[config.mk]
export PLATFORM = sky130hd
export DESIGN_NAME = fetch_stage
export DESIGN_NICKNAME = d
export VERILOG_FILES = /design/src/rtl/fetch_stage.sv
export SDC_FILE = /design/constraint.sdc
export NUM_CORES = 1
export LEC_CHECK = 0
export CAP_MARGIN = 20
export CORE_MARGIN = 3
export CORE_UTILIZATION = 50
export CTS_BUF_LIST = sky130_fd_sc_hd__clkbuf_8
export CTS_CLUSTER_SIZE = 28
export DETAILED_ROUTE_END_ITERATION = 12
export GPL_ROUTABILITY_DRIVEN = 0
export PLACE_DENSITY = 0.88
export SYNTH_ARGS = -nofsm -noshare
export SYNTH_HDL_FRONTEND = slang
export SYNTH_SLANG_ARGS = --single-unit
[constraint.sdc]
create_clock -name clk -period 6.7 [get_ports clk]
set_input_delay 0.67 -clock clk [delete_from_list [all_inputs] [get_ports clk]]
set_output_delay 0.67 -clock clk [all_outputs]
set_load 0.01 [all_outputs]
[src/rtl/fetch_stage.sv]
// ============================================================================
// Module      : fetch_stage
// Description : Instruction fetch stage with the IF/ID pipeline register.
//               Holds the PC and issues instruction-memory reads using a
//               req/ack handshake. Each fetched word is registered for the
//               decoder, with opcode and funct split out. The stage supports
//               downstream stalls through a one-entry hold buffer, and
//               redirects (taken branch or jump) resolved in EX.
//
// Parameters  : AW       - PC and instruction-memory address width
//               RESET_PC - word-aligned PC loaded on reset
//
// Ports       : clk          in   system clock, rising edge
//               rst          in   asynchronous reset, active low
//               imem_req     out  instruction read request
//               imem_addr    out  word-aligned fetch address
//               imem_ack     in   read data valid this cycle
//               imem_rdata   in   instruction word (valid with imem_ack)
//               stall        in   IF/ID must hold
//               redirect     in   flush and refetch from redirect_pc
//               redirect_pc  in   new fetch address (bits [1:0] ignored)
//               if_valid     out  IF/ID holds a real instruction
//               if_instr     out  registered instruction
//               if_pc4       out  PC of if_instr plus 4
//               opcode       out  if_instr[31:26]
//               funct        out  if_instr[5:0]
//
// Options     : FETCH_NOP_BUBBLE_EN - when defined, every flush or bubble
//               also loads if_instr with the NOP encoding 32'hFC00_0000.
//
// Revision    : 1.0 - initial release
// ============================================================================
`default_nettype none

module fetch_stage #(
    parameter int            AW       = 32,
    parameter logic [AW-1:0] RESET_PC = '0
) (
    input  logic          clk,
    input  logic          rst,
    output logic          imem_req,
    output logic [AW-1:0] imem_addr,
    input  logic          imem_ack,
    input  logic [31:0]   imem_rdata,
    input  logic          stall,
    input  logic          redirect,
    input  logic [AW-1:0] redirect_pc,
    output logic          if_valid,
    output logic [31:0]   if_instr,
    output logic [AW-1:0] if_pc4,
    output logic [5:0]    opcode,
    output logic [5:0]    funct
);

    // ------------------------------------------------------------------
    // Constants
    // ------------------------------------------------------------------
    localparam logic [AW-1:0] ALIGN_MASK = {{(AW-2){1'b1}}, 2'b00};
    localparam logic [AW-1:0] PC_STEP    = {{(AW-3){1'b0}}, 3'b100};

`ifdef FETCH_NOP_BUBBLE_EN
    // opcode 6'b111111 with all other fields zero decodes as a NOP
    localparam logic [31:0] NOP_INSTR = 32'hFC00_0000;
`endif

    // ------------------------------------------------------------------
    // State encoding
    //   INIT  : one idle cycle after reset, acks ignored
    //   FETCH : request outstanding at pc
    //   HOLD  : a word was fetched during a stall and waits in the buffer
    //   DROP  : a redirect hit an outstanding request; finish the old
    //           handshake and throw its data away
    // ------------------------------------------------------------------
    typedef enum logic [1:0] {
        S_INIT  = 2'd0,
        S_FETCH = 2'd1,
        S_HOLD  = 2'd2,
        S_DROP  = 2'd3
    } state_t;

    state_t        state_q,      state_d;
    logic [AW-1:0] pc_q,         pc_d;
    logic [AW-1:0] addr_q,       addr_d;
    logic          req_q,        req_d;
    logic          if_valid_q,   if_valid_d;
    logic [31:0]   if_instr_q,   if_instr_d;
    logic [AW-1:0] if_pc4_q,     if_pc4_d;
    logic          hold_valid_q, hold_valid_d;
    logic [31:0]   hold_instr_q, hold_instr_d;
    logic [AW-1:0] hold_pc4_q,   hold_pc4_d;

    logic [AW-1:0] pc_plus4;
    logic [AW-1:0] redirect_aligned;

    // Wraps modulo 2^AW by construction
    assign pc_plus4         = pc_q + PC_STEP;
    assign redirect_aligned = redirect_pc & ALIGN_MASK;

    // ------------------------------------------------------------------
    // Next-state logic
    // ------------------------------------------------------------------
    always_comb begin
        state_d      = state_q;
        pc_d         = pc_q;
        addr_d       = addr_q;
        req_d        = req_q;
        if_valid_d   = if_valid_q;
        if_instr_d   = if_instr_q;
        if_pc4_d     = if_pc4_q;
        hold_valid_d = hold_valid_q;
        hold_instr_d = hold_instr_q;
        hold_pc4_d   = hold_pc4_q;

        if (state_q == S_INIT) begin
            // Redirects and acks are both ignored here
            state_d = S_FETCH;
            req_d   = 1'b1;
            addr_d  = pc_q;
        end else if (redirect) begin
            // Flush wins over stall: the instruction in IF/ID is wrong-path
            pc_d         = redirect_aligned;
            if_valid_d   = 1'b0;
            hold_valid_d = 1'b0;
`ifdef FETCH_NOP_BUBBLE_EN
            if_instr_d   = NOP_INSTR;
`endif
            if (req_q && !imem_ack) begin
                // The old handshake must complete on its original address
                state_d = S_DROP;
                req_d   = 1'b1;
                addr_d  = addr_q;
            end else begin
                // No request pending, or it completes now (data discarded)
                state_d = S_FETCH;
                req_d   = 1'b1;
                addr_d  = redirect_aligned;
            end
        end else begin
            case (state_q)
                S_FETCH: begin
                    if (imem_ack) begin
                        pc_d = pc_plus4;
                        if (!stall) begin
                            if_valid_d = 1'b1;
                            if_instr_d = imem_rdata;
                            if_pc4_d   = pc_plus4;
                            addr_d     = pc_plus4;
                        end else begin
                            // Park the word; stop fetching until decode frees
                            hold_valid_d = 1'b1;
                            hold_instr_d = imem_rdata;
                            hold_pc4_d   = pc_plus4;
                            state_d      = S_HOLD;
                            req_d        = 1'b0;
                            addr_d       = pc_plus4;
                        end
                    end else if (!stall) begin
                        // Bubble: only the valid flag is cleared by default
                        if_valid_d = 1'b0;
`ifdef FETCH_NOP_BUBBLE_EN
                        if_instr_d = NOP_INSTR;
`endif
                    end
                end
                S_HOLD: begin
                    if (!stall) begin
                        if_valid_d   = hold_valid_q;
                        if_instr_d   = hold_instr_q;
                        if_pc4_d     = hold_pc4_q;
                        hold_valid_d = 1'b0;
                        state_d      = S_FETCH;
                        req_d        = 1'b1;
                        addr_d       = pc_q;
                    end
                end
                S_DROP: begin
                    if (imem_ack) begin
                        state_d = S_FETCH;
                        req_d   = 1'b1;
                        addr_d  = pc_q;
                    end
                end
                default: begin
                    state_d = S_INIT;
                    req_d   = 1'b0;
                end
            endcase
        end
    end

    // ------------------------------------------------------------------
    // State and pipeline registers
    // ------------------------------------------------------------------
    always_ff @(posedge clk or negedge rst) begin
        if (!rst) begin
            state_q      <= S_INIT;
            pc_q         <= RESET_PC & ALIGN_MASK;
            addr_q       <= RESET_PC & ALIGN_MASK;
            req_q        <= 1'b0;
            if_valid_q   <= 1'b0;
            if_instr_q   <= '0;
            if_pc4_q     <= '0;
            hold_valid_q <= 1'b0;
            hold_instr_q <= '0;
            hold_pc4_q   <= '0;
        end else begin
            state_q      <= state_d;
            pc_q         <= pc_d;
            addr_q       <= addr_d;
            req_q        <= req_d;
            if_valid_q   <= if_valid_d;
            if_instr_q   <= if_instr_d;
            if_pc4_q     <= if_pc4_d;
            hold_valid_q <= hold_valid_d;
            hold_instr_q <= hold_instr_d;
            hold_pc4_q   <= hold_pc4_d;
        end
    end

    // ------------------------------------------------------------------
    // Outputs (all straight from registers)
    // ------------------------------------------------------------------
    assign imem_req  = req_q;
    assign imem_addr = addr_q;
    assign if_valid  = if_valid_q;
    assign if_instr  = if_instr_q;
    assign if_pc4    = if_pc4_q;
    // Slices of the same register, so always consistent with if_instr
    assign opcode    = if_instr_q[31:26];
    assign funct     = if_instr_q[5:0];

endmodule

`default_nettype wire

## After elaboration in Yosys (flattened, before gate mapping)

Index checks and enable logic that the tools add are counted.
W data, S select, Z words.

- Register bits: 197
- Input bits: 69

- Add/subtract/negate cells: 1
- Eq/ne operators: 15
- Mux-type cells: 41
- Bitwise logic cells: 2
- Reduce and logical (&&, ||, !) cells: 15

Operator list:

| kind | count |
|---|---|
| $mux W32 | 14 |
| $pmux W32 S2 | 2 |
| $pmux W32 S3 | 1 |
| $add A32 B3 Y32 const B | 1 |
| $ne A4 B4 Y1 const B | 4 |
| $ne A3 B3 Y1 const B | 5 |
| $reduce_and A5 Y1 | 3 |
| $mux W2 | 7 |
| $mux W1 | 13 |
| $reduce_and A4 Y1 | 2 |
| $ne A2 B2 Y1 const B | 3 |
| $pmux W2 S3 | 1 |
| $reduce_and A6 Y1 | 1 |
| $reduce_bool A2 Y1 | 3 |
| $reduce_bool A5 Y1 | 1 |
| $eq A2 B2 Y1 const B | 2 |
| $pmux W1 S2 | 2 |
| $pmux W1 S3 | 1 |
| $reduce_and A3 Y1 | 1 |
| $reduce_bool A3 Y1 | 1 |
| $eq A2 B1 Y1 const B | 1 |
| $logic_not A2 Y1 | 1 |
| $not A1 Y1 | 2 |
| $logic_and A1 B1 Y1 | 1 |
| $logic_not A1 Y1 | 1 |

## Longest topological paths before layout

- Word-level depth: 5
- Mapped depth: 9
- Gate-level depth less buffers: 7

## Least setup slack after synthesis

OpenSTA, ideal clock, no wires.

- Path kind: reg2reg
- From: register state_q[0]
- To: register addr_q[20] (netlist: imem_addr[20])
- Data arrival time: 2.396 ns
- Data required time: 6.623 ns
- Path slack: 4.226 ns
- Stages on the path, launching flop included: 10
- Path buffers: 2
- Period minus slack after synthesis: 2.474 ns
- Path through: dfrtp_1 inv_1 ha_1 or4_1 o211ai_1 and2_1 clkbuf_1 clkbuf_1 a221oi_1 a21oi_1

- Cells in the longest elaborated chain, start to end: 4
- Elaborated cells on any way between the ends: 13

RTL lines:

| what | line | RTL |
|---|---|---|
| start, declared | 81 | `state_t state_q, state_d;` |
| start signal, assigned | 207 | `state_q <= state_d;` |
| $eq A2 B2 Y1 / $eq A2 B1 Y1 (equally long branches) | 139 | `case (state_q)` |
| $pmux W32 S3 | 139 |  |
| $mux W32 | 119 | `end else if (redirect) begin` |
| $mux W32 | 114 | `if (state_q == S_INIT) begin` |
| end signal, assigned | 198 | `addr_q <= RESET_PC & ALIGN_MASK;` |
| end signal, assigned | 209 | `addr_q <= addr_d;` |
| end, declared | 83 | `logic [AW-1:0] addr_q, addr_d;` |

Several ways; a longest one is shown, not always the timed one.
A chain may end at the register's enable or synchronous reset.

## Final worst setup path

- From: register state_q[1]
- To: register hold_instr_q[2]

- Cells in the longest elaborated chain, start to end: 3
- Elaborated cells on any way between the ends: 4

RTL lines:

| what | line | RTL |
|---|---|---|
| $logic_not A2 Y1 | 114 |  |
| $not A1 Y1 (no source line) | - |  |
| $reduce_and A5 Y1 (no source line) * | - |  |
| end signal, assigned | 215 | `hold_instr_q <= hold_instr_d;` |
| end, declared | 89 | `logic [31:0] hold_instr_q, hold_instr_d;` |

Mark *: on every way between the ends. The rest lies on a longest branch, timed or not.

==> out/qor.csv <==
metric,value,unit
antenna violations before repair,0,
mapped cell area,9930,um^2
Detailed Route Iter0 Violations,1016,
final instance area,12100,um^2
# IOs,179,
number of distinct library cell variants in the gate-level netlist after synthesis,64,
synthesized area divided by synthesized cell count,9.29,um^2
die footprint,21600,um^2
buffer type at the clock tree root,sky130_fd_sc_hd__clkbuf_8,
Setup Viol. Count Final,0,
Worst Hold Path EP,imem_addr[4],
first-pass GRT wire length,43200,um
number of stages on the worst hold path,2,
final period utilization,0.540,
top-area cell type share of the netlist area,0.476,
final routed wirelength across all metal layers,26800,um
gate count after technology mapping,1068,
clock buffer depth,2,
kind of path behind the tightest hold check,register to register,
Leakage,4.88,nW
number of remaining DRC errors,0,
startpoint kind of the worst setup timing path,register,
initial cell density of the core,0.520,
sequential-to-total area share from yosys stat,0.476,
library cell occupying the most area in the post-synthesis netlist,sky130_fd_sc_hd__dfrtp_1,
Register-to-Register Path Depth,6,
max-cap viol count,0,
source-to-sink clock delay at the later pin of the worst-skew pair,0.48,ns
P per Cell Area,457,nW/um^2
number of inserted diodes,0,
core region area,19100,um^2
worst reg2reg path endpoint,hold_instr_q[2],
number of warning messages in the yosys log,0,
Post-CTS Hold Fix Bufs,0,
Period minus WS final,3.62,ns
Antenna Nets Post-Route,0,
flip-flop cell with the highest count after synthesis,sky130_fd_sc_hd__dfrtp_1,
synthesis-to-finish area growth,21.6,%
setup TNS after final layout,0,ns
clock skew after layout,0.0176,ns
worst max-slew margin expressed relative to the limit,0.293,
run status,"finished, final reports clean",
HPWL after detailed placement,18000,um
pre-CTS setup slack,2.99,ns
number of buffers created by CTS,17,
num rows,50,
final-stage net count,1240,
mean routed wirelength per cell,18.7,um
leading cell types by total area after synthesis,"sky130_fd_sc_hd__dfrtp_1 (48%), sky130_fd_sc_hd__o21ai_0 (6.5%), sky130_fd_sc_hd__nand2_1 (5.1%)",
Max Clock Freq,276,MHz
highest net fanout along the worst path,71,
reg2reg setup slack,3.08,ns
number of buffers inserted to repair setup after CTS,0,
Setup WS post-layout,3.08,ns
worst path required time,7.05,ns
Hold Path Origin,imem_addr[4],
clock tree from TritonCTS,built,
"Hold Violations, Final",0,
Resized Gates After CTS,0,
reg2reg start,state_q[1],
clock tree sinks,189,
maximum level of the CTS H-tree,4,
DR pass1 iterations,6,
total power,5.52,mW
chip width,147,um
unrepaired setup endpoints after global routing,false,
number of global-route vias before repair,8160,
worst path arrival time,3.97,ns
overall global routing resource usage,0.246,
Finished Core Util,0.632,
fill cell total of the finished layout,1558,
critical path capture point type,register,
clock transition at the registers of the reported paths,0.10,ns
WS Path Type,register to register,
final number of max-transition violations,0,
Area after DPL,11600,um^2
die height,147,um
via density per instance,6.05,
Congestion Overflow GR,0,
largest net degree at the start of global routing,114,
actual transition at the worst max-transition pin,1.06,ns
number of synthesized flops with an enable pin,0,
share of flip-flops with an asynchronous set or reset after synthesis,1.00,
detailed-route via count,8682,
PortBufs,174,
share of post-route cells with drive strength above 1,0.0850,
Worst IR Drop VDD,0.203,mV
flop and latch count out of synthesis,189,
[cells in the mapped netlist (all sizes together), types with 8 or more instances]
master,n
and3,10
a221oi,9
dfrtp,189
or3,8
nor3,18
o211ai,14
o31a,9
mux2i,39
o22ai,12
inv,20
a22oi,12
nor2,74
o21ai,128
ha,8
xnor2,16
nor4,16
mux2,44
a31oi,12
nand3,29
nand2,135
o31ai,8
clkbuf,66
buf,45
a21oi,49
nand4,13
[cell usage in the layout (no fill, tap or decap), types with 5 or more instances in the layout]
| cell type | instances |
|---|---|
| sky130_fd_sc_hd__nand3_1 | 26 |
| sky130_fd_sc_hd__a22oi_1 | 12 |
| sky130_fd_sc_hd__xnor2_1 | 16 |
| sky130_fd_sc_hd__or3_1 | 8 |
| sky130_fd_sc_hd__clkbuf_8 | 17 |
| sky130_fd_sc_hd__a221oi_1 | 9 |
| sky130_fd_sc_hd__nor3_1 | 18 |
| sky130_fd_sc_hd__xor2_1 | 7 |
| sky130_fd_sc_hd__and4_1 | 5 |
| sky130_fd_sc_hd__nor2_1 | 74 |
| sky130_fd_sc_hd__nand4_1 | 11 |
| sky130_fd_sc_hd__o211ai_1 | 14 |
| sky130_fd_sc_hd__clkdlybuf4s50_1 | 172 |
| sky130_fd_sc_hd__o22ai_1 | 11 |
| sky130_fd_sc_hd__a211oi_1 | 5 |
| sky130_fd_sc_hd__dfrtp_1 | 189 |
| sky130_fd_sc_hd__a31oi_1 | 12 |
| sky130_fd_sc_hd__o31a_1 | 9 |
| sky130_fd_sc_hd__a2bb2oi_1 | 5 |
| sky130_fd_sc_hd__mux2i_1 | 39 |
| sky130_fd_sc_hd__a21oi_1 | 49 |
| sky130_fd_sc_hd__o21ai_0 | 128 |
| sky130_fd_sc_hd__inv_1 | 20 |
| sky130_fd_sc_hd__ha_1 | 7 |
| sky130_fd_sc_hd__buf_4 | 7 |
| sky130_fd_sc_hd__or4_1 | 5 |
| sky130_fd_sc_hd__nand2_1 | 135 |
| sky130_fd_sc_hd__o31ai_1 | 8 |
| sky130_fd_sc_hd__a22o_1 | 5 |
| sky130_fd_sc_hd__and3_1 | 10 |
| sky130_fd_sc_hd__mux2_2 | 44 |
| sky130_fd_sc_hd__nor4_1 | 15 |
[critical path, cell delays in order (launching register included)]
cell,delay (ns)
sky130_fd_sc_hd__dfrtp_1,0.59
sky130_fd_sc_hd__inv_1,0.18
sky130_fd_sc_hd__ha_1,0.23
sky130_fd_sc_hd__nor2_1,0.61
sky130_fd_sc_hd__nand4_1,0.81
sky130_fd_sc_hd__buf_4,0.64
sky130_fd_sc_hd__mux2_2,0.38
[cell type report]
class / instances / area, um^2 / share of cell area
clock buffer: 17 / 234 / 0.0194
clock inverter: 15 / 185 / 0.0153
inverter: 21 / 78.8 / 0.00653
multi-input combinational: 748 / 4640 / 0.384
sequential: 189 / 4730 / 0.392
tap: 260 / 325 / 0.0270
timing repair buffer: 186 / 1870 / 0.155
[metrics by stage]
| step | instances | hold WS [ns] |
|---|---|---|
| after global placement | 1399 | 0.454 |
| after CTS | 1432 | 0.377 |
| after global routing | 1436 | 0.514 |
| after detailed placement | 1400 | 0.471 |
| final | 1436 | 0.489 |
| after floorplan | 1069 | 0.374 |
[cell families after synthesis]
kind of cell,after synthesis,synth area share
AND/OR/NAND/NOR,330,0.156
AO/OA/AOI/OAI,302,0.188
flip-flops,189,0.476
buffers and inverters,132,0.0597
multiplexers,83,0.0892
XOR/XNOR,23,0.0203
adder cells (fa/ha/maj),8,0.0101
other,1,0.000378
[flip-flops by register name, summed over array words and instances, names as in the netlist]
name / flops
state_q: 2
imem_addr: 31
if_pc4: 30
if_instr: 32
hold_instr_q: 32
pc_q: 30
if_valid: 1
hold_pc4_q: 30
hold_valid_q: 1
[metal layers]
metal | track usage | wire length, um | part of all wire | vias to the layer above
li1 | - | - | - | 3991
met1 | 0.348 | 11200 | 0.42 | 4169
met2 | 0.376 | 12400 | 0.46 | 475
met3 | 0.0694 | 2810 | 0.10 | 47
met4 | 0.0680 | 446 | 0.017 | 0
met5 | 0 | 0 | 0 | -
[report_power, final]
part | switching, mW | total (mW) | internal (mW)
logic | 1.35 | 2.54 | 1.19
clock network | 0.433 | 0.808 | 0.375
registers | 0.483 | 2.17 | 1.68
[worst max path at each step]
| stage | startpoint | end | slack (ns) | depth (start not counted) |
|---|---|---|---|---|
| final | state_q[1] | hold_instr_q[2] | 3.08 | 6 |
| after global routing | state_q[1] | hold_pc4_q[16] | 2.91 | 7 |
| after CTS | state_q[1] | hold_instr_q[2] | 3.16 | 6 |
| after detailed placement | redirect | hold_instr_q[2] | 2.99 | 6 |
| after global placement | redirect | hold_pc4_q[10] | 3.07 | 6 |
| after floorplan | state_q[0] | imem_addr[20] | 4.23 | 9 |
Power figures use the tool's default switching activity.
==> RTL change 1: new RTL, same settings <==
Re-encode `state_t` (4 states) as one-hot, 4 bits wide.
--- a/src/rtl/fetch_stage.sv
+++ b/src/rtl/fetch_stage.sv
@@ -72,9 +72,9 @@
     //           handshake and throw its data away
     // ------------------------------------------------------------------
-    typedef enum logic [1:0] {
-        S_INIT  = 2'd0,
-        S_FETCH = 2'd1,
-        S_HOLD  = 2'd2,
-        S_DROP  = 2'd3
+    typedef enum logic [3:0] {
+        S_INIT  = 4'b0001,
+        S_FETCH = 4'b0010,
+        S_HOLD  = 4'b0100,
+        S_DROP  = 4'b1000
     } state_t;
 
Check against the original RTL: same outputs for any inputs over 4 cycles, from zero or initial values and one cycle with rst low; so few cycles prove little.
==> RTL change 1 against the original RTL <==
- wire length decreased by 7.5%
- clock power shrank 6.1%
- synthesized cell count decreased by 5.3%
- critical path depth did not move
- power is 5.8% lower
- sequential cell count is 3 higher
- setup slack better by 0.48 ns
- core utilization increased by 0.27 points
- final area fell by 3.8%
- synthesized area fell by 4.5%
==> RTL change 1: results (changes against the original RTL) <==
Parameter                              Value

Yosys
  Count of different cell masters after synthesis    71 (+11%)
  Mux share of post-synthesis cell area    5.954% (-3.0 points)
  Compound-gate portion of the synthesized area    17.69% (-1.1 points)
  Ranking of synthesized cells by instance count    sky130_fd_sc_hd__dfrtp_1 (191), sky130_fd_sc_hd__nand2_1 (168), sky130_fd_sc_hd__nor2_1 (101), sky130_fd_sc_hd__o21ai_0 (92), sky130_fd_sc_hd__clkbuf_1 (49)
  Xor and xnor fraction of the mapped netlist area    2.680% (+0.65 points)

GRT
  Overall Global Routing Usage    23.83% (-0.80 points)
  Wire length of the first global-routing pass    39130 um (-9.5%)
  Largest net degree at the start of global routing    136 (+19%)
  Via count of the first global-routing pass    7531 (-7.7%)

Cells and area
  Layout cell share with drive strength beyond 1    10.09% (+1.6 points)
  Final Net Count    1197 (-3.5%)

Status
  Outcome    completed

Critical path
  Delay contributed by the slowest stage of the critical path    0.76 ns (-0.05 ns)
  Worst path slowest cell    sky130_fd_sc_hd__or4b_1

Detailed routing
  Via density    5.936 (-1.8%)
  Initial detailed-routing violation count    687 (-32%)
  Total number of vias    8127 (-6.4%)
  Count of TritonRoute iterations in the first routing pass    8 (+2)

Place
  Detailed placer's ending HPWL    16680 um (-7.4%)

Pwr
  Maximum ir drop on the vdd rail    0.0001867 V (-8.1%)
  Leakage power summed over all cells    0.004856 uW (-0.45%)
  Cell-internal power    3145 uW (-3.2%)

Worst hold path
  Path category of the worst min-delay check    in -> async

Timing
  Clk_skew    0.01963 ns (+0.001980 ns)
  Slew @ Worst Pin    1.077 ns (+0.01887 ns)
-- RTL change 1: routing by layer --
metal	wire length, um	global-route usage (%)	vias to the layer above	share of wire, %
met1	10420	32.88	3900	42
li1	-	-	3785	-
met2	11890	38.05	396	48
met3	2008	4.393	46	8.1
met5	0	0	-	0
met4	511	8.474	0	2.1
-- RTL change 1: worst paths after layout --
path	slack, ns	end	startpoint
setup reg to reg	3.56	imem_addr[16]	state_q[3]
max in group asynchronous	5.43	if_pc4[30]	rst
hold reg to reg	0.49	hold_pc4_q[2]	hold_pc4_q[2]
hold / removal	0.15	if_instr[10]	rst
setup / recovery	3.56	imem_addr[16]	state_q[3]
min in group clk	0.49	hold_pc4_q[2]	hold_pc4_q[2]
-- RTL change 1: cell type report --
| class | count | area, um^2 | area share (%) |
|---|---|---|---|
| well taps | 229 | 286.5 | 2.469 |
| flip-flops and latches | 192 | 4806 | 41.42 |
| multi-input cells | 714 | 4189 | 36.10 |
| clock buffers | 17 | 234.0 | 2.016 |
| repair buffers | 190 | 1881 | 16.21 |
| inverters | 12 | 45.04 | 0.3882 |
| clock inverters | 15 | 162.7 | 1.402 |
-- RTL change 1: metrics by stage --
| stage | setup WS, ns | hold slack [ns] | cell area [um^2] | total power [uW] | utilization, % |
|---|---|---|---|---|---|
| floorplan | 4.276 | 0.3744 | 9482 | 3422 | - |
| global placement | 3.126 | 0.4566 | 11170 | 4348 | 61.15 |
| detailed placement | 3.072 | 0.4660 | 11170 | 4454 | 61.15 |
| CTS | 3.234 | 0.4164 | 11570 | 5215 | 63.32 |
| global route | 3.422 | 0.1556 | 11600 | 5561 | 63.51 |
| finish | 3.560 | 0.1524 | 11600 | 5199 | 63.51 |
-- RTL change 1: cell families after synthesis --
| family | count (synthesis) |
|---|---|
| AOI/OAI and AO/OA | 270 |
| xor gates and xnor gates | 29 |
| buffers and inverters | 106 |
| DFF | 192 |
| muxes | 51 |
| adders and majority gates | 1 |
| and+or+nand+nor | 361 |
| other | 1 |
-- RTL change 1: power groups by stage --
stage / registers (uW) / clock network, uW / logic (uW)
6_report: 2160 / 759 / 2280
2_1_floorplan: 2170 / 0 / 1250
3_5_place_dp: 2180 / 0 / 2270
4_1_cts: 2160 / 776 / 2280
3_3_place_gp: 2140 / 0 / 2200
5_1_grt: 2230 / 821 / 2510
==> RTL change 2: new RTL, same flow settings <==
Made on the original files. The option `FETCH_NOP_BUBBLE_EN` is turned on by a define.
--- a/src/rtl/fetch_stage.sv
+++ b/src/rtl/fetch_stage.sv
@@ -32,4 +32,6 @@
 // ============================================================================
 `default_nettype none
+
+`define FETCH_NOP_BUBBLE_EN
 
 module fetch_stage #(
Function: changed (Yosys sat finds a counterexample within 4 cycles, from zero or initial values and one cycle with rst low).
==> RTL change 2 against the original RTL <==
- global-route usage rose by 0.31 points
- synthesized area down 0.68%
- power shrank 0.69%
- core utilization decreased by 0.39 points
- setup slack lost 0.59 ns
- via count is 1.1% lower
- wire length up 0.49%
- sequential cell count stayed put
- clock skew down 0.0038 ns
- final area down 0.94%
- cell count shrank 2.2%
==> RTL change 2: results (changes against the original RTL) <==
Parameter                              Value

Critical path
  Cell family contributing the most delay on the critical path    compound AO/OA/AOI/OAI gates
  Beginning of the worst register-to-register path    state_q[1]
  Delay contributed by the slowest stage of the critical path    1.10 ns (+0.29 ns)
  Largest fanout on the critical path    24 (-66%)
  CP Data Arrival Time    4.59 ns (+0.62 ns)
  Worst path slowest cell    sky130_fd_sc_hd__o221ai_2
  End of the worst register-to-register path    imem_addr[7]
  Number of cells traversed by the worst register-to-register path    8 (+2)

Timing
  Max transition margin    25.48% (-3.8 points)
  Clk_skew    0.01381 ns (-0.003834 ns)
  Final period util    62.87% (+8.9 points)
  Number of hold violations in the final report    0 (unchanged)
  Hold slack final    0.3238 ns (-0.1649 ns)

Clocking
  Clock latency on the worst-skew pair    0.48 ns (about the same)
  Post-cts sizing count    0 (unchanged)
  Number of CTS-inserted buffers    17 (unchanged)
  Clock-pin slew on the worst setup and hold paths    between 0.1 and 0.15 ns
  Root buffer cell    sky130_fd_sc_hd__clkbuf_8
  Post-CTS Repair Setup Buffers    0 (unchanged)
  CTS H-Tree Depth    4 (unchanged)
  Clock Tree Buf Depth    2 (unchanged)

Worst hold path
  Path category of the worst min-delay check    in -> async

Detailed routing
  Count of TritonRoute iterations in the first routing pass    6 (unchanged)
  Top metal layer carrying routed signals    met4
  Detailed-routed wire length on met2    12680 um (+2.6%)
  Initial detailed-routing violation count    979 (-3.6%)
  Detailed route wirelength on metal3    2121 um (-24%)
  Post-Route M1 WL    11340 um (+0.89%)
  Via density    6.113 (+1.1%)
  Routed wire length per instance    19.20 um (+2.7%)

Place
  Pre-CTS worst setup slack    2.624 ns (-0.3671 ns)
  Port Buf Inserts    174 (unchanged)
  Detailed placer's ending HPWL    18310 um (+1.6%)

GRT
  Largest net degree at the start of global routing    128 (+12%)
  Via count of the first global-routing pass    8218 (+0.71%)
  Wire length of the first global-routing pass    43160 um (-0.19%)
  Antenna violations before repair    0 (unchanged)
  Overall Global Routing Usage    24.94% (+0.31 points)

Pwr
  Leakage power summed over all cells    0.004858 uW (-0.42%)
  Maximum ir drop on the vdd rail    0.0003157 V (+55%)

Yosys
  Number of warning messages in the yosys log    0 (unchanged)
  Cell types with the largest area share after synthesis    sky130_fd_sc_hd__dfrtp_1 (48%), sky130_fd_sc_hd__mux2_2 (5.0%), sky130_fd_sc_hd__nand2_1 (4.6%)
  Post-synthesis sequential area ratio    47.97% (+0.33 points)
  Fraction of registers with async set/reset    100.0% (unchanged)
  Ranking of synthesized cells by instance count    sky130_fd_sc_hd__dfrtp_1 (189), sky130_fd_sc_hd__nand2_1 (122), sky130_fd_sc_hd__o21ai_0 (91), sky130_fd_sc_hd__nor2_1 (67)
  Number of enable flip-flop cells after synthesis    0 (unchanged)
  Count of different cell masters after synthesis    61 (-4.7%)

Cells and area
  Layout filler cell count    1510 (-3.1%)
  Final Net Count    1209 (-2.5%)
  Antenna cell count    0 (unchanged)
  Layout cell share with drive strength beyond 1    9.258% (+0.75 points)

Status
  Outcome    completed
-- RTL change 2: cell count changes after synthesis, sizes merged, moves of 7 or more --
| cell | change |
|---|---|
| and2 | +8 |
| clkbuf | -8 |
| a21oi | +9 |
| o21ai | -36 |
| o31ai | +20 |
| nand2 | -13 |
| a31oi | -7 |
| o22ai | +9 |
| a22oi | +27 |
| mux2i | -27 |
| buf | +10 |
-- RTL change 2: worst max-delay path by stage --
stage | startpoint | to | cells past startpoint
2_1_floorplan | state_q[1] | if_pc4[10] | 8
3_5_place_dp | state_q[1] | imem_addr[7] | 8
3_3_place_gp | state_q[1] | imem_addr[7] | 8
5_1_grt | state_q[1] | imem_addr[7] | 8
6_report | state_q[1] | imem_addr[7] | 8
4_1_cts | state_q[1] | imem_addr[7] | 8
-- RTL change 2: where the power goes --
part | total, uW | switching, uW | internal (uW)
logic | 2560 | 1380 | 1190
clock network | 782 | 467 | 315
registers | 2130 | 472 | 1660
total | 5480 | 2320 | 3160
-- RTL change 2: final cells by class --
class | instances | share of cell area, %
repair buffers | 185 | 15.44
clock inverters | 15 | 1.476
multi-input cells | 723 | 38.33
clock buffers | 17 | 1.957
well taps | 260 | 2.722
flip-flops and latches | 189 | 39.57
inverters | 16 | 0.5025
-- RTL change 2: metal layers --
metal | global-route usage (%) | up-vias
met5 | 0 | -
met4 | 9.407 | 0
met3 | 5.493 | 59
met2 | 38.94 | 443
met1 | 34.32 | 4159
li1 | - | 3928
-- RTL change 2: worst reg2reg max path: stages, from the launching register on --
cell	delay, ns
sky130_fd_sc_hd__dfrtp_1	0.62
sky130_fd_sc_hd__inv_1	0.16
sky130_fd_sc_hd__ha_1	0.51
sky130_fd_sc_hd__nor2_1	0.40
sky130_fd_sc_hd__nand2_1	0.62
sky130_fd_sc_hd__o221ai_2	1.10
sky130_fd_sc_hd__buf_4	0.39
sky130_fd_sc_hd__a311oi_1	0.08
sky130_fd_sc_hd__a22o_1	0.25
-- RTL change 2: kinds of logic after synthesis --
kind of cell / share of synthesized area, %
compound gates: 21.62
xor+xnor: 2.221
fa+ha+maj: 1.015
buf+inv: 6.028
flops: 47.97
mux: 6.244
other cells: 0.03803
simple gates: 14.86
-- RTL change 2: stage by stage --
stage                     instances  cell area, um^2
after detailed placement       1372            11510
after floorplan                1041             9863
after global placement         1372            11510
final                          1405            11950
after global routing           1405            11950
after CTS                      1404            11930
